--- src/rtl/uart_tx_fifo.sv ---
// -----------------------------------------------------------------------------
// uart_tx_fifo
//   Buffered 8N1/8N2 UART transmitter for the board-level debug/loader path.
//   Bytes are accepted through a req/ack handshake into a small FIFO and are
//   serialized LSB-first at one bit per DIVIDER clock cycles. While bytes are
//   queued, frames are sent back-to-back with no idle gap between them.
//
// Parameters
//   DIVIDER    clock cycles per serial bit (>= 2)
//   FIFO_DEPTH byte queue depth (power of two, >= 2)
//   STOP_BITS  stop bits per frame (1 or 2)
//
// Ports
//   clk_i    in   system clock, all state on the rising edge
//   arst_i   in   asynchronous reset, active-high
//   req_i    in   byte write request
//   data_i   in   byte to send, taken on an edge where req_i & ack_o
//   ack_o    out  FIFO can accept a byte (not full), decoded from the count
//   tx_o     out  serial line, idle high, registered
//   busy_o   out  frame in progress or bytes still queued, registered
//   level_o  out  bytes queued, not counting the byte being shifted out
// -----------------------------------------------------------------------------
module uart_tx_fifo #(
    parameter int DIVIDER    = 868,
    parameter int FIFO_DEPTH = 8,
    parameter int STOP_BITS  = 1
) (
    input  logic                          clk_i,
    input  logic                          arst_i,
    input  logic                          req_i,
    input  logic [7:0]                    data_i,
    output logic                          ack_o,
    output logic                          tx_o,
    output logic                          busy_o,
    output logic [$clog2(FIFO_DEPTH):0]   level_o
);

    localparam int CNT_W = $clog2(DIVIDER);
    localparam int PTR_W = $clog2(FIFO_DEPTH);
    localparam int LVL_W = PTR_W + 1;

    localparam logic [CNT_W-1:0] BAUD_RELOAD = CNT_W'(DIVIDER - 1);
    localparam logic [CNT_W-1:0] BAUD_ZERO   = {CNT_W{1'b0}};
    localparam logic [LVL_W-1:0] LVL_FULL    = LVL_W'(FIFO_DEPTH);
    localparam logic [LVL_W-1:0] LVL_EMPTY   = {LVL_W{1'b0}};
    localparam logic [0:0]       STOP_LAST   = 1'(STOP_BITS - 1);

    localparam logic [1:0] ST_IDLE  = 2'd0;
    localparam logic [1:0] ST_START = 2'd1;
    localparam logic [1:0] ST_DATA  = 2'd2;
    localparam logic [1:0] ST_STOP  = 2'd3;

    // FIFO storage and bookkeeping
    logic [7:0]        mem_r [FIFO_DEPTH];
    logic [PTR_W-1:0]  wr_ptr_r;
    logic [PTR_W-1:0]  rd_ptr_r;
    logic [LVL_W-1:0]  count_r;

    // Serializer state
    logic [1:0]        state_r;
    logic [CNT_W-1:0]  baud_cnt_r;
    logic [2:0]        bit_cnt_r;
    logic [0:0]        stop_cnt_r;
    logic [7:0]        shift_r;
    logic              tx_r;
    logic              busy_r;

    // Next-state values
    logic              push_s;
    logic              pop_s;
    logic              fifo_avail_s;
    logic              baud_done_s;
    logic [7:0]        fifo_head_s;
    logic [LVL_W-1:0]  count_n_s;
    logic [1:0]        state_n_s;
    logic [CNT_W-1:0]  baud_n_s;
    logic [2:0]        bit_n_s;
    logic [0:0]        stop_n_s;
    logic [7:0]        shift_n_s;
    logic              tx_n_s;
    logic              busy_n_s;

    assign ack_o        = (count_r != LVL_FULL);
    assign push_s       = req_i & ack_o;
    assign fifo_avail_s = (count_r != LVL_EMPTY);
    assign fifo_head_s  = mem_r[rd_ptr_r];
    assign baud_done_s  = (baud_cnt_r == BAUD_ZERO);

    assign tx_o    = tx_r;
    assign busy_o  = busy_r;
    assign level_o = count_r;

    // Occupancy update; a push and a pop on the same edge cancel out
    always_comb begin
        count_n_s = count_r;
        case ({push_s, pop_s})
            2'b10:   count_n_s = count_r + LVL_W'(1);
            2'b01:   count_n_s = count_r - LVL_W'(1);
            default: count_n_s = count_r;
        endcase
    end

    // Frame sequencer: start bit, eight data bits LSB-first, stop bit(s)
    always_comb begin
        state_n_s = state_r;
        baud_n_s  = baud_cnt_r;
        bit_n_s   = bit_cnt_r;
        stop_n_s  = stop_cnt_r;
        shift_n_s = shift_r;
        tx_n_s    = tx_r;
        pop_s     = 1'b0;
        case (state_r)
            ST_IDLE: begin
                tx_n_s = 1'b1;
                if (fifo_avail_s) begin
                    pop_s     = 1'b1;
                    shift_n_s = fifo_head_s;
                    baud_n_s  = BAUD_RELOAD;
                    tx_n_s    = 1'b0;
                    state_n_s = ST_START;
                end else begin
                    state_n_s = ST_IDLE;
                end
            end
            ST_START: begin
                if (baud_done_s) begin
                    tx_n_s    = shift_r[0];
                    bit_n_s   = 3'd0;
                    baud_n_s  = BAUD_RELOAD;
                    state_n_s = ST_DATA;
                end else begin
                    baud_n_s  = baud_cnt_r - CNT_W'(1);
                end
            end
            ST_DATA: begin
                if (baud_done_s) begin
                    baud_n_s = BAUD_RELOAD;
                    if (bit_cnt_r == 3'd7) begin
                        tx_n_s    = 1'b1;
                        stop_n_s  = 1'b0;
                        state_n_s = ST_STOP;
                    end else begin
                        // shift_r[1] is the bit that becomes shift_r[0] after this edge
                        shift_n_s = {1'b0, shift_r[7:1]};
                        tx_n_s    = shift_r[1];
                        bit_n_s   = bit_cnt_r + 3'd1;
                    end
                end else begin
                    baud_n_s = baud_cnt_r - CNT_W'(1);
                end
            end
            ST_STOP: begin
                if (baud_done_s) begin
                    baud_n_s = BAUD_RELOAD;
                    if (stop_cnt_r == STOP_LAST) begin
                        // Chain straight into the next start bit when data is waiting
                        if (fifo_avail_s) begin
                            pop_s     = 1'b1;
                            shift_n_s = fifo_head_s;
                            tx_n_s    = 1'b0;
                            state_n_s = ST_START;
                        end else begin
                            tx_n_s    = 1'b1;
                            state_n_s = ST_IDLE;
                        end
                    end else begin
                        stop_n_s = stop_cnt_r + 1'b1;
                    end
                end else begin
                    baud_n_s = baud_cnt_r - CNT_W'(1);
                end
            end
            default: begin
                tx_n_s    = 1'b1;
                state_n_s = ST_IDLE;
            end
        endcase
    end

    // Busy looks ahead so it rises on the push edge and falls with the last stop cycle
    always_comb begin
        busy_n_s = (state_n_s != ST_IDLE) || (count_n_s != LVL_EMPTY);
    end

    // FIFO data array; contents need no reset because count gates every read
    always_ff @(posedge clk_i) begin
        if (push_s) begin
            mem_r[wr_ptr_r] <= data_i;
        end
    end

    // FIFO pointers and occupancy; pointers wrap naturally at the power-of-two depth
    always_ff @(posedge clk_i or posedge arst_i) begin
        if (arst_i) begin
            wr_ptr_r <= {PTR_W{1'b0}};
            rd_ptr_r <= {PTR_W{1'b0}};
            count_r  <= LVL_EMPTY;
        end else begin
            if (push_s) begin
                wr_ptr_r <= wr_ptr_r + PTR_W'(1);
            end
            if (pop_s) begin
                rd_ptr_r <= rd_ptr_r + PTR_W'(1);
            end
            count_r <= count_n_s;
        end
    end

    // Serializer registers; reset drives the line idle high at once
    always_ff @(posedge clk_i or posedge arst_i) begin
        if (arst_i) begin
            state_r    <= ST_IDLE;
            baud_cnt_r <= BAUD_ZERO;
            bit_cnt_r  <= 3'd0;
            stop_cnt_r <= 1'b0;
            shift_r    <= 8'h00;
            tx_r       <= 1'b1;
            busy_r     <= 1'b0;
        end else begin
            state_r    <= state_n_s;
            baud_cnt_r <= baud_n_s;
            bit_cnt_r  <= bit_n_s;
            stop_cnt_r <= stop_n_s;
            shift_r    <= shift_n_s;
            tx_r       <= tx_n_s;
            busy_r     <= busy_n_s;
        end
    end

endmodule

--- config.mk ---
export PLATFORM = sky130hd
export DESIGN_NAME = uart_tx_fifo
export DESIGN_NICKNAME = d
export VERILOG_FILES = /design/src/rtl/uart_tx_fifo.sv
export SDC_FILE = /design/constraint.sdc
export NUM_CORES = 1
export LEC_CHECK = 0
export BUFFER_PORTS_ARGS = -buffer_cell sky130_fd_sc_hd__buf_2
export CAP_MARGIN = 20
export CORE_UTILIZATION = 30
export CTS_BUF_LIST = sky130_fd_sc_hd__clkbuf_4 sky130_fd_sc_hd__clkbuf_8
export CTS_CLUSTER_DIAMETER = 80
export DETAILED_ROUTE_END_ITERATION = 16
export PLACE_DENSITY = 0.54
export SLEW_MARGIN = 0
export SYNTH_ARGS = -nofsm -noshare
export SYNTH_HDL_FRONTEND = slang
export SYNTH_SLANG_ARGS = --single-unit
--- constraint.sdc ---
create_clock -name clk_i -period 3.5 [get_ports clk_i]
set_clock_uncertainty 0.2 [all_clocks]
set_input_delay 0.35 -clock clk_i [delete_from_list [all_inputs] [get_ports clk_i]]
set_output_delay 0.35 -clock clk_i [all_outputs]
set_load 0.02 [all_outputs]
==> summary.txt, run 1 <==
Critical path
  – FF-to-FF Start: state_r[1]
  – Critical-path top delay cell: or4b_4
  – Crit path depth: 11
  – CP endpoint kind: flip-flop
  – Crit-path max cell delay: 0.49 ns
  – Crit start category: flip-flop
  – Crit path cell chain: inv_2 > ha_4 > or4b_4 > nor4_4 > or2_4 > nand2_4 > xnor2_2 > ha_2 > mux2_4 > or3_1 > or4_4
  – Worst r2r dst: busy_o
  – Delay-heaviest family, CP: simple AND/OR/NAND/NOR gates
  – Critical path buffer and inverter count: 1
  – Crit Path Class: flip-flop to flip-flop
  – Number of cells on the worst reg-to-reg path: 11
  – Reg2Reg Setup Slack: 0.11 ns
  – Critical Path AT: 3.43 ns
  – CP max FO: 4
  – WP data required: 3.54 ns

Clocking
  – Clock slew at reported path FFs: 0.12 ns
  – Clk root buf: clkbuf_8
  – CTS tree: yes
  – Clock sink count: 99
  – Skew-Pair Late Insertion Delay: 0.38 ns
  – Clk buf depth: 2
  – CTS Buf Count: 9
  – H-tree levels: 3

Timing
  – Final period utilization: 96.8%
  – Measured slew at the worst slew-check pin: 0.811 ns
  – Final WS setup: 0.113 ns
  – # setup viols final: 0
  – Setup_tns: 0 ns
  – Max Transition Viols Final: 0
  – Fin. Hold Viols: 0
  – Final min period: 3.39 ns
  – RSZ-0062 raised after global routing: true
  – Hold WS: 0.0326 ns
  – Fmax: 295 MHz
  – Relative slew margins: 45.9%

Detailed routing
  – Drt pass-1 iters: 4
  – Vias: 2687
  – Total Wirelength: 8840 um
  – Initial DRC count: 83
  – Number of remaining DRC errors: 0
  – ANT nets after route: 0
  – DR vias/cell: 4.87
  – WL per Instance: 16.0 um

Floorplanning
  – Die Area: 15500 um2
  – Die width: 124 um
  – Starting density of the core: 30.8%
  – Top Ports: 18
  – Area of the core: 14600 um2
  – DIE HEIGHT: 124 um
  – Row count: 44

Global routing
  – Total grt overflow: 0
  – Antenna violations before repair: 0
  – First-pass GRT wire length: 14400 um
  – Gr usage total: 12.1%
  – Number of global-route vias before repair: 2738
  – Pin count of the biggest net entering global routing: 36

Final layout
  – Fill count: 1403
  – Most frequent cells in the layout: edfxtp_1 (64), dfrtp_1 (34), nor2_1 (31)
  – Seq. cell area: 2800 um2
  – Antenna cells: 0
  – Final non-filler cell total: 552
  – Fin nets: 386
  – Design Area, Final: 5210 um2
  – Final Util: 35.7%
  – Share of layout cells above drive strength 1: 29.1%
  – Most common cell after layout, fill and taps aside: edfxtp_1
  – Multi-input combinational cell area: 1650 um2
  – Synthesis-to-finish area growth: 15.9%

Placed design
  – Routability cong.: 0.788
  – Placed cell area: 4940 um2
  – Cell Count Post-Placement: 531
  – DP HPWL: 5790 um
  – Setup WS pre-CTS: 0.0163 ns
  – Port Buffers: 17

Run
  – Max Cap Viol: 0

Synthesis
  – Main flop type after synthesis: edfxtp_1
  – Syn_nets: 344
  – Unique cell type count in the Yosys netlist: 52
  – Yosys reg bits: 99
  – EDFF count, synth: 64
  – Yosys warning total: 0
  – Largest area contributor in the synthesized netlist: edfxtp_1
  – Sequential area share after synthesis: 62.3%
  – Mapped Avg Cell Area: 14.0 um2
  – Ys async rst share: 35.4%
  – Dominant cells by area after synthesis: edfxtp_1 (43%), dfrtp_1 (19%), mux4_2 (8.0%)
  – Post-Syn Area: 4490 um2
  – Mapped Cells: 321
  – Area share of the largest cell type after synthesis: 42.8%

Min path
  – Hold Path Depth: 1
  – Hold path endpoint: mem_r[6][6]
  – Worst hold-check path type: primary input to flip-flop
  – Min-delay src: data_i[6]

Power and ir drop
  – Maximum vdd drop: 0.310 mV
  – Total Power: 4.06 mW
  – Leak: 1.91 nW
  – Power Dens Cells: 779 nW/um2

Status
  – Status: finished, final reports clean
## worst reg2reg max path, stage by stage (launching register included)
cell,delay [ns]
dfrtp_1,0.40
inv_2,0.09
ha_4,0.21
or4b_4,0.49
nor4_4,0.16
or2_4,0.18
nand2_4,0.05
xnor2_2,0.15
ha_2,0.28
mux2_4,0.27
or3_1,0.36
or4_4,0.41
## state kept, by name, summed over array words and instances (netlist names)
| signal | count |
|---|---|
| mem_r | 64 |
| baud_cnt_r | 10 |
| shift_r | 8 |
| level_o | 4 |
| bit_cnt_r | 3 |
| rd_ptr_r | 3 |
| wr_ptr_r | 3 |
| state_r | 2 |
| busy_o | 1 |
| tx_o | 1 |
## layer usage
| metal | wire, um | global-route usage, % | up-vias | share of wire [%] |
|---|---|---|---|---|
| met5 | 0 | 0 | - | 0 |
| met4 | 121 | 3.90 | 0 | 1.4 |
| met3 | 257 | 3.35 | 11 | 2.9 |
| met2 | 4260 | 19.6 | 38 | 48 |
| met1 | 4210 | 15.6 | 1344 | 48 |
| li1 | - | - | 1294 | - |
## power breakdown
group / total (mW) / switching [mW] / internal, mW
Combinational: 1.58 / 0.769 / 0.807
Sequential: 1.75 / 0.230 / 1.52
Clock: 0.733 / 0.450 / 0.283
Total: 4.06 / 1.45 / 2.61
## layout make-up
cell class / count / area share [%]
multi-input cells: 199 / 31.6
well taps: 184 / 4.42
clock buffers: 9 / 2.38
repair buffers: 46 / 5.86
clock inverters: 7 / 1.44
inverters: 8 / 0.577
flip-flops and latches: 99 / 53.7
## how the worst max path moves through the flow
stage | from | end | slack (ns)
2_1_floorplan | state_r[1] | busy_o | -0.15
3_3_place_gp | state_r[0] | busy_o | 0.09
3_5_place_dp | state_r[0] | busy_o | 0.02
4_1_cts | state_r[0] | busy_o | 0.02
5_1_grt | baud_cnt_r[1] | busy_o | -0.02
6_report | state_r[1] | busy_o | 0.11
## what timing repair did
item / in CTS / in global routing
hold buffers: 1 / 0
endpoints found under the hold margin: 34 / 0
gates cloned: 0 / 0
pin swaps: 0 / 6
setup buffers: 1 / 3
resized for setup: 0 / 8
endpoints found under the setup margin: 1 / 1
## cell usage after synthesis (2+ instances only)
master,instances
clkbuf_1,9
nand2_1,23
a21oi_1,7
o41ai_1,3
a31oi_1,4
nand3_1,5
nor2_1,31
nor3_1,12
nor4_4,2
o21ai_0,16
dfrtp_1,34
xnor2_1,9
a21o_1,3
edfxtp_1,64
inv_1,8
nor3b_1,3
mux2i_1,8
nor4_1,3
ha_1,12
buf_1,2
or3_1,2
nand2b_1,5
mux4_2,16
mux2_2,10
nand4b_1,2
buf_2,2
## kinds of logic (layout without fill, tap and decap cells)
logic type / count (synthesis) / count (layout) / synth area share [%]
AO/OA/AOI/OAI: 43 / 43 / 6.04
multiplexers: 34 / 34 / 12.3
flip-flops: 99 / 99 / 62.3
AND/OR/NAND/NOR: 100 / 100 / 11.9
XOR/XNOR: 10 / 10 / 1.95
adder cells (fa/ha/maj): 12 / 12 / 3.34
buffers and inverters: 23 / 70 / 2.23
(Power assumes the default switching activity.)
==> inputs of run 2 (changes only) <==
ABC_AREA = 1   (was not set)
==> summary.txt, run 2 <==
Global routing
  – Total grt overflow: 0 (unchanged)
  – Gr usage total: 13.2% (+1.1 points)
  – Antenna violations before repair: 0 (unchanged)
  – Number of global-route vias before repair: 3086 (+13%)
  – Pin count of the biggest net entering global routing: 36 (unchanged)
  – First-pass GRT wire length: 15900 um (+9.9%)

Power and ir drop
  – Leak: 2.03 nW (+6.0%)
  – Maximum vdd drop: 0.307 mV (-0.95%)
  – Power Dens Cells: 514 nW/um2 (-34%)

Placed design
  – DP HPWL: 6250 um (+7.9%)
  – Port Buffers: 17 (unchanged)
  – Routability cong.: 0.820 (+4.0%)

Timing
  – Hold WS: 0.0397 ns (+0.00712 ns)
  – Final period utilization: 77.8% (-19 points)
  – Final min period: 2.72 ns (-0.665 ns)
  – Relative slew margins: 37.5% (-8.4 points)
  – Max Transition Viols Final: 0 (unchanged)
  – Setup_tns: 0 ns (unchanged)
  – # setup viols final: 0 (unchanged)
  – Measured slew at the worst slew-check pin: 0.934 ns (+0.122 ns)
  – RSZ-0062 raised after global routing: false
  – Fmax: 367 MHz (+24%)
  – Fin. Hold Viols: 0 (unchanged)

Critical path
  – Critical Path AT: 2.78 ns (-0.65 ns)
  – CP dominant cell by count: inv_1
  – Reg2Reg Setup Slack: 0.78 ns (+0.67 ns)
  – FF-to-FF Start: baud_cnt_r[0]
  – WP data required: 3.56 ns (+0.02 ns)
  – Crit-path max cell delay: 0.41 ns (-0.08 ns)
  – Worst r2r dst: busy_o
  – Crit start category: flip-flop
  – Critical-path top delay cell: dfrtp_1
  – CP endpoint kind: flip-flop
  – Crit Path Class: flip-flop to flip-flop
  – Crit path cell chain: inv_1 > ha_1 > nand2_1 > nor2_4 > nand3_2 > nand2_2 > nand2_1 > inv_1 > ha_1 > o21ai_0 > inv_1 > nor3_1 > nand2_2 > nor2_2 > nand3_1
  – Number of cells on the worst reg-to-reg path: 15 (+4)
  – CP max FO: 5 (+1)

Final layout
  – Fill count: 1433 (+2.1%)
  – Antenna cells: 0 (unchanged)
  – Regs by FF count: mem_r x64, baud_cnt_r x10, shift_r x8
  – Top reg by flops: mem_r
  – Most frequent cells in the layout: edfxtp_1 (64), nor2_1 (53), o21ai_0 (47)
  – Synthesis-to-finish area growth: 12.2%
  – Most common cell after layout, fill and taps aside: edfxtp_1
  – Max FFs per register: 64 (unchanged)
  – Share of layout cells above drive strength 1: 16.4% (-13 points)
  – Fin nets: 474 (+23%)

Clocking
  – Clock sink count: 99 (unchanged)
  – CTS tree: yes
  – Post-CTS Setup Bufs: 0 (-1)
  – Clock slew at reported path FFs: 0.11 ns (about the same)
  – CTS Buf Count: 9 (unchanged)
  – Clk buf depth: 2 (unchanged)
  – Post-CTS Hold Fix Bufs: 1 (unchanged)
  – Skew-Pair Late Insertion Delay: 0.38 ns (about the same)
  – H-tree levels: 3 (unchanged)
  – Post-cts resize count: 0 (unchanged)
  – Clk root buf: clkbuf_8

Run
  – Max Cap Viol: 0 (unchanged)

Status
  – Status: finished, final reports clean

Synthesis
  – EDFF count, synth: 64 (unchanged)
  – Ys async rst share: 35.4% (unchanged)
  – Largest area contributor in the synthesized netlist: edfxtp_1
  – Dominant cells by area after synthesis: edfxtp_1 (43%), dfrtp_1 (19%), o21ai_0 (5.2%)
  – Post-Synth XOR/XNOR Area: 0.970% (-0.98 points)
  – Mux cell area share after synthesis: 0% (-12 points)
  – Yosys reg bits: 99 (unchanged)
  – Main flop type after synthesis: edfxtp_1
  – Sequential area share after synthesis: 62.0% (-0.29 points)
  – Yosys warning total: 0 (unchanged)
  – Syn_nets: 446 (+30%)
  – Area share of the largest cell type after synthesis: 42.6% (-0.20 points)
  – Compound-Gate Fraction of Synth Area: 12.2% (+6.2 points)
  – Unique cell type count in the Yosys netlist: 40 (-23%)
  – Post-Synth Simple-Gate Area: 16.4% (+4.5 points)
  – Combinational family with the most area after synthesis: simple AND/OR/NAND/NOR gates
  – Synth top cells by count: edfxtp_1 (64), nor2_1 (53), o21ai_0 (47)
  – Most numerous cell in the Yosys netlist: edfxtp_1
  – Post-Syn Area: 4520 um2 (+0.47%)
  – Mapped Avg Cell Area: 10.7 um2 (-24%)
  – Synthesized-area fraction occupied by adder cells: 3.33% (-0.016 points)
  – Mapped Cells: 423 (+32%)

Detailed routing
  – WL per Instance: 14.7 um (-8.4%)
  – Number of remaining DRC errors: 0 (unchanged)
  – Initial DRC count: 155 (+87%)
  – Total Wirelength: 9390 um (+6.2%)
  – ANT nets after route: 0 (unchanged)
  – Vias: 3084 (+15%)
  – DR vias/cell: 4.82 (-1.0%)
  – Drt pass-1 iters: 4 (unchanged)

Floorplanning
  – Die width: 125 um (+0.23%)
  – Area of the core: 14600 um2 (unchanged)
  – Top Ports: 18 (unchanged)
  – DIE HEIGHT: 125 um (+0.23%)
  – Die Area: 15500 um2 (+0.47%)
  – Starting density of the core: 31.0% (+0.15 points)
  – Row count: 44 (unchanged)

Min path
  – Min-delay src: data_i[0]
  – Hold Path Depth: 1 (unchanged)
  – Hold path endpoint: mem_r[4][0]
  – Worst hold-check path type: primary input to flip-flop
[run 2: worst max-delay path by stage]
| stage | start | endpoint | slack, ns |
|---|---|---|---|
| floorplan | level_o[0] | busy_o | 0.84 |
| global placement | baud_cnt_r[0] | busy_o | 0.83 |
| detailed placement | baud_cnt_r[0] | busy_o | 0.75 |
| CTS | baud_cnt_r[0] | busy_o | 0.75 |
| global route | baud_cnt_r[0] | busy_o | 0.48 |
| finish | baud_cnt_r[0] | busy_o | 0.78 |
[run 2: metrics by stage]
stage / utilization [%] / cells / instance area, um2 / setup WS, ns / total power, mW
floorplan: - / 423 / 4520 / 0.840 / 1.76
global placement: 33.3 / 623 / 4860 / 0.830 / 1.92
detailed placement: 33.3 / 623 / 4860 / 0.753 / 1.92
CTS: 34.7 / 640 / 5060 / 0.749 / 2.65
global route: 34.7 / 640 / 5060 / 0.483 / 2.76
finish: 34.7 / 640 / 5060 / 0.778 / 2.61
[run 2: routing by layer]
metal	wire, um	global-route usage [%]	vias to the layer above	part of all wire, %
met5	0	0	-	0
met4	145	5.24	0	1.5
met3	352	3.18	13	3.7
met2	4510	22.0	46	48
met1	4380	16.4	1495	47
li1	-	-	1530	-
[run 2: where the power goes]
group,switching [mW],leakage (nW),total (mW),internal (mW)
combinational,0.296,0.943,0.434,0.138
sequential,0.0691,0.986,1.46,1.39
clock,0.436,0.0977,0.713,0.277
total,0.801,2.03,2.61,1.80
[run 2: logic make-up after synthesis]
logic type | count (synthesis)
AND/OR/NAND/NOR | 154
flip-flops | 99
AO/OA/AOI/OAI | 93
buffers and inverters | 60
adder cells (fa/ha/maj) | 12
XOR/XNOR | 5
[run 2: area by class of cell]
class	count	area, um2	share of cell area [%]
clock buffers	9	124	2.45
clock inverters	7	67.6	1.33
inverters	49	186	3.68
multi-input cells	264	1490	29.4
flip-flops and latches	99	2800	55.3
well taps	184	230	4.55
repair buffers	28	170	3.36
[run 2: critical path, delay by kind of cell (launching register included)]
family	cells	cell delay [ns]
adder cells (fa/ha/maj)	2	0.48
AO/OA/AOI/OAI	1	0.18
flip-flops	1	0.41
buffers and inverters	3	0.26
AND/OR/NAND/NOR	9	1.08
==> inputs of run 3 (changes only) <==
clock period = 2.4 ns   (was 3.5 ns; I/O delays follow)
==> summary.txt, run 3 (synthesis gave the netlist of run 2 again) <==
Critical path
  – FF-to-FF Start: baud_cnt_r[1]
  – Critical Path AT: 2.40 ns (-0.38 ns)
  – Crit path depth: 17 (+2)
  – Crit path cell chain: inv_2 > ha_4 > nand2_4 > nor2_4 > nand3_2 > nand2_4 > nand3_4 > nand2_2 > nand2_2 > inv_2 > ha_4 > o21ai_2 > inv_2 > nor3_2 > nand2_2 > nor2_2 > nand3_1
  – CP endpoint kind: flip-flop
  – Reg2Reg Setup Slack: 0.07 ns (-0.71 ns)
  – Crit start category: flip-flop
  – Critical-path top delay cell: dfrtp_1
  – Critical path buffer and inverter count: 3 (unchanged)
  – Delay-heaviest family, CP: simple AND/OR/NAND/NOR gates
  – CP max FO: 4 (-1)
  – Number of cells on the worst reg-to-reg path: 17 (+2)
  – Crit-path max cell delay: 0.40 ns (about the same)
  – Worst r2r dst: busy_o
  – WP data required: 2.47 ns (-1.09 ns)
  – Crit Path Class: flip-flop to flip-flop

Final layout
  – Share of layout cells above drive strength 1: 23.3% (+6.8 points)
  – Max FFs per register: 64 (unchanged)
  – Final non-filler cell total: 670 (+4.7%)
  – Fin nets: 505 (+6.5%)
  – Top reg by flops: mem_r
  – Fill count: 1429 (-0.28%)
  – Most common cell after layout, fill and taps aside: edfxtp_1
  – Synthesis-to-finish area growth: 19.8%
  – Regs by FF count: mem_r x64, baud_cnt_r x10, shift_r x8
  – Most frequent cells in the layout: edfxtp_1 (64), nor2_1 (52), o21ai_0 (46)
  – Antenna cells: 0 (unchanged)

Power and ir drop
  – Power Dens Cells: 739 nW/um2 (+44%)
  – Cell internal pwr: 2.81 mW (+56%)
  – Register share of total power: 53.6% (-2.4 points)
  – Psw: 1.18 mW (+48%)
  – Clock power share: 27.4% (about the same)
  – Leak: 2.17 nW (+6.9%)
  – Comb pwr share: 19.0% (+2.4 points)
  – Maximum vdd drop: 0.444 mV (+45%)
  – Sw Ratio: 29.6% (-1.1 points)

Timing
  – Measured slew at the worst slew-check pin: 0.580 ns (-0.353 ns)
  – # setup viols final: 0 (unchanged)
  – RSZ-0062 raised after global routing: true
  – Final period utilization: 97.1% (+19 points)
  – Relative slew margins: 61.3% (+24 points)
  – Fmax: 429 MHz (+17%)
  – Fin. Hold Viols: 0 (unchanged)
  – Hold WS: 0.299 ns (+0.260 ns)
  – Max Transition Viols Final: 0 (unchanged)
  – Final min period: 2.33 ns (-0.393 ns)

Global routing
  – First-pass GRT wire length: 15600 um (-1.8%)
  – Antenna violations before repair: 0 (unchanged)
  – Total grt overflow: 0 (unchanged)
  – Gr usage total: 12.8% (-0.35 points)
  – Number of global-route vias before repair: 3125 (+1.3%)
  – Pin count of the biggest net entering global routing: 36 (unchanged)

Detailed routing
  – Number of remaining DRC errors: 0 (unchanged)
  – DR vias/cell: 4.73 (-1.8%)
  – Total Wirelength: 9400 um (+0.14%)
  – Drt pass-1 iters: 4 (unchanged)
  – Max layer used: met4
  – WL met1: 4370 um (-0.16%)
  – Initial DRC count: 181 (+17%)
  – WL per Instance: 14.0 um (-4.3%)
  – WL met3: 214 um (-39%)
  – ANT nets after route: 0 (unchanged)
  – Met2 routed WL: 4620 um (+2.4%)
  – Vias: 3169 (+2.8%)

Placed design
  – DP HPWL: 6250 um (about the same)
  – Port Buffers: 17 (unchanged)
  – Cell Count Post-Placement: 643 (+3.2%)
  – Routability cong.: 0.819 (-0.17%)

Floorplanning
  – DIE HEIGHT: 125 um (unchanged)
  – Die width: 125 um (unchanged)
  – Die Area: 15500 um2 (unchanged)
  – Starting density of the core: 31.0% (unchanged)
  – Area of the core: 14600 um2 (unchanged)
  – Top Ports: 18 (unchanged)
  – Row count: 44 (unchanged)

Clocking
  – Skew-Pair Late Insertion Delay: 0.39 ns (about the same)
  – H-tree levels: 3 (unchanged)
  – CTS Buf Count: 9 (unchanged)
  – Clock sink count: 99 (unchanged)
  – Clk buf depth: 2 (unchanged)
  – CTS tree: yes
  – Clock slew at reported path FFs: 0.10 ns (about the same)
  – Clk root buf: clkbuf_8

Min path
  – Worst hold-check path type: primary input to asynchronous set/reset pin

Status
  – Status: finished, final reports clean

Run
  – Max Cap Viol: 0 (unchanged)
-- run 3: worst max path at each step --
| stage | start | to | slack, ns |
|---|---|---|---|
| finish | baud_cnt_r[1] | busy_o | 0.07 |
| global route | baud_cnt_r[1] | busy_o | -0.09 |
| CTS | baud_cnt_r[1] | busy_o | 0.02 |
| detailed placement | baud_cnt_r[1] | busy_o | -0.06 |
| global placement | baud_cnt_r[0] | busy_o | -0.02 |
| floorplan | level_o[2] | busy_o | -0.03 |
-- run 3: stage by stage --
stage               utilization [%]  setup TNS [ns]  total power [mW]  worst slack, ns  cell area [um2]
CTS                            36.6               0              3.97           0.0181             5340
detailed placement             34.4         -0.0645              2.85          -0.0645             5020
global route                   37.1         -0.0943              4.20          -0.0943             5410
floorplan                         -         -0.0332              2.59          -0.0332             4530
finish                         37.1               0              4.00           0.0706             5410
global placement               34.4         -0.0238              2.84          -0.0238             5020
-- run 3: routing by layer --
layer  track usage, %  vias up
met3             2.58       12
met5                0        -
met1             15.6     1528
li1                 -     1589
met2             21.7       40
met4             6.17        0
-- run 3: repair_timing --
action	in CTS	in global routing
resized for setup	6	12
setup endpoints to repair	1	1
hold endpoints to repair	99	0
pin swaps	3	8
hold buffers	10	0
setup buffers	1	1
-- run 3: worst register-to-register path, stage by stage (launching register included) --
cell and delay (ns):
dfrtp_1 0.40, inv_2 0.08, ha_4 0.15, nand2_4 0.06
nor2_4 0.10, nand3_2 0.10, nand2_4 0.10, nand3_4 0.07
nand2_2 0.08, nand2_2 0.06, inv_2 0.06, ha_4 0.19
o21ai_2 0.12, inv_2 0.05, nor3_2 0.17, nand2_2 0.07
nor2_2 0.10, nand3_1 0.06
-- run 3: layout make-up --
cell class / count / area (um2) / share of cell area [%]
Sequential cell: 99 / 2800 / 51.8
Clock inverter: 6 / 70.1 / 1.30
Clock buffer: 9 / 124 / 2.29
Timing Repair Buffer: 59 / 425 / 7.86
Inverter: 49 / 186 / 3.45
Tap cell: 184 / 230 / 4.26
Multi-Input combinational cell: 264 / 1570 / 29.0
-- run 3: power groups by stage --
stage / sequential, mW / combinational [mW] / clock, mW
global placement: 2.17 / 0.673 / 0
finish: 2.14 / 0.759 / 1.10
floorplan: 2.19 / 0.398 / 0
global route: 2.17 / 0.835 / 1.20
detailed placement: 2.17 / 0.680 / 0
CTS: 2.13 / 0.706 / 1.13
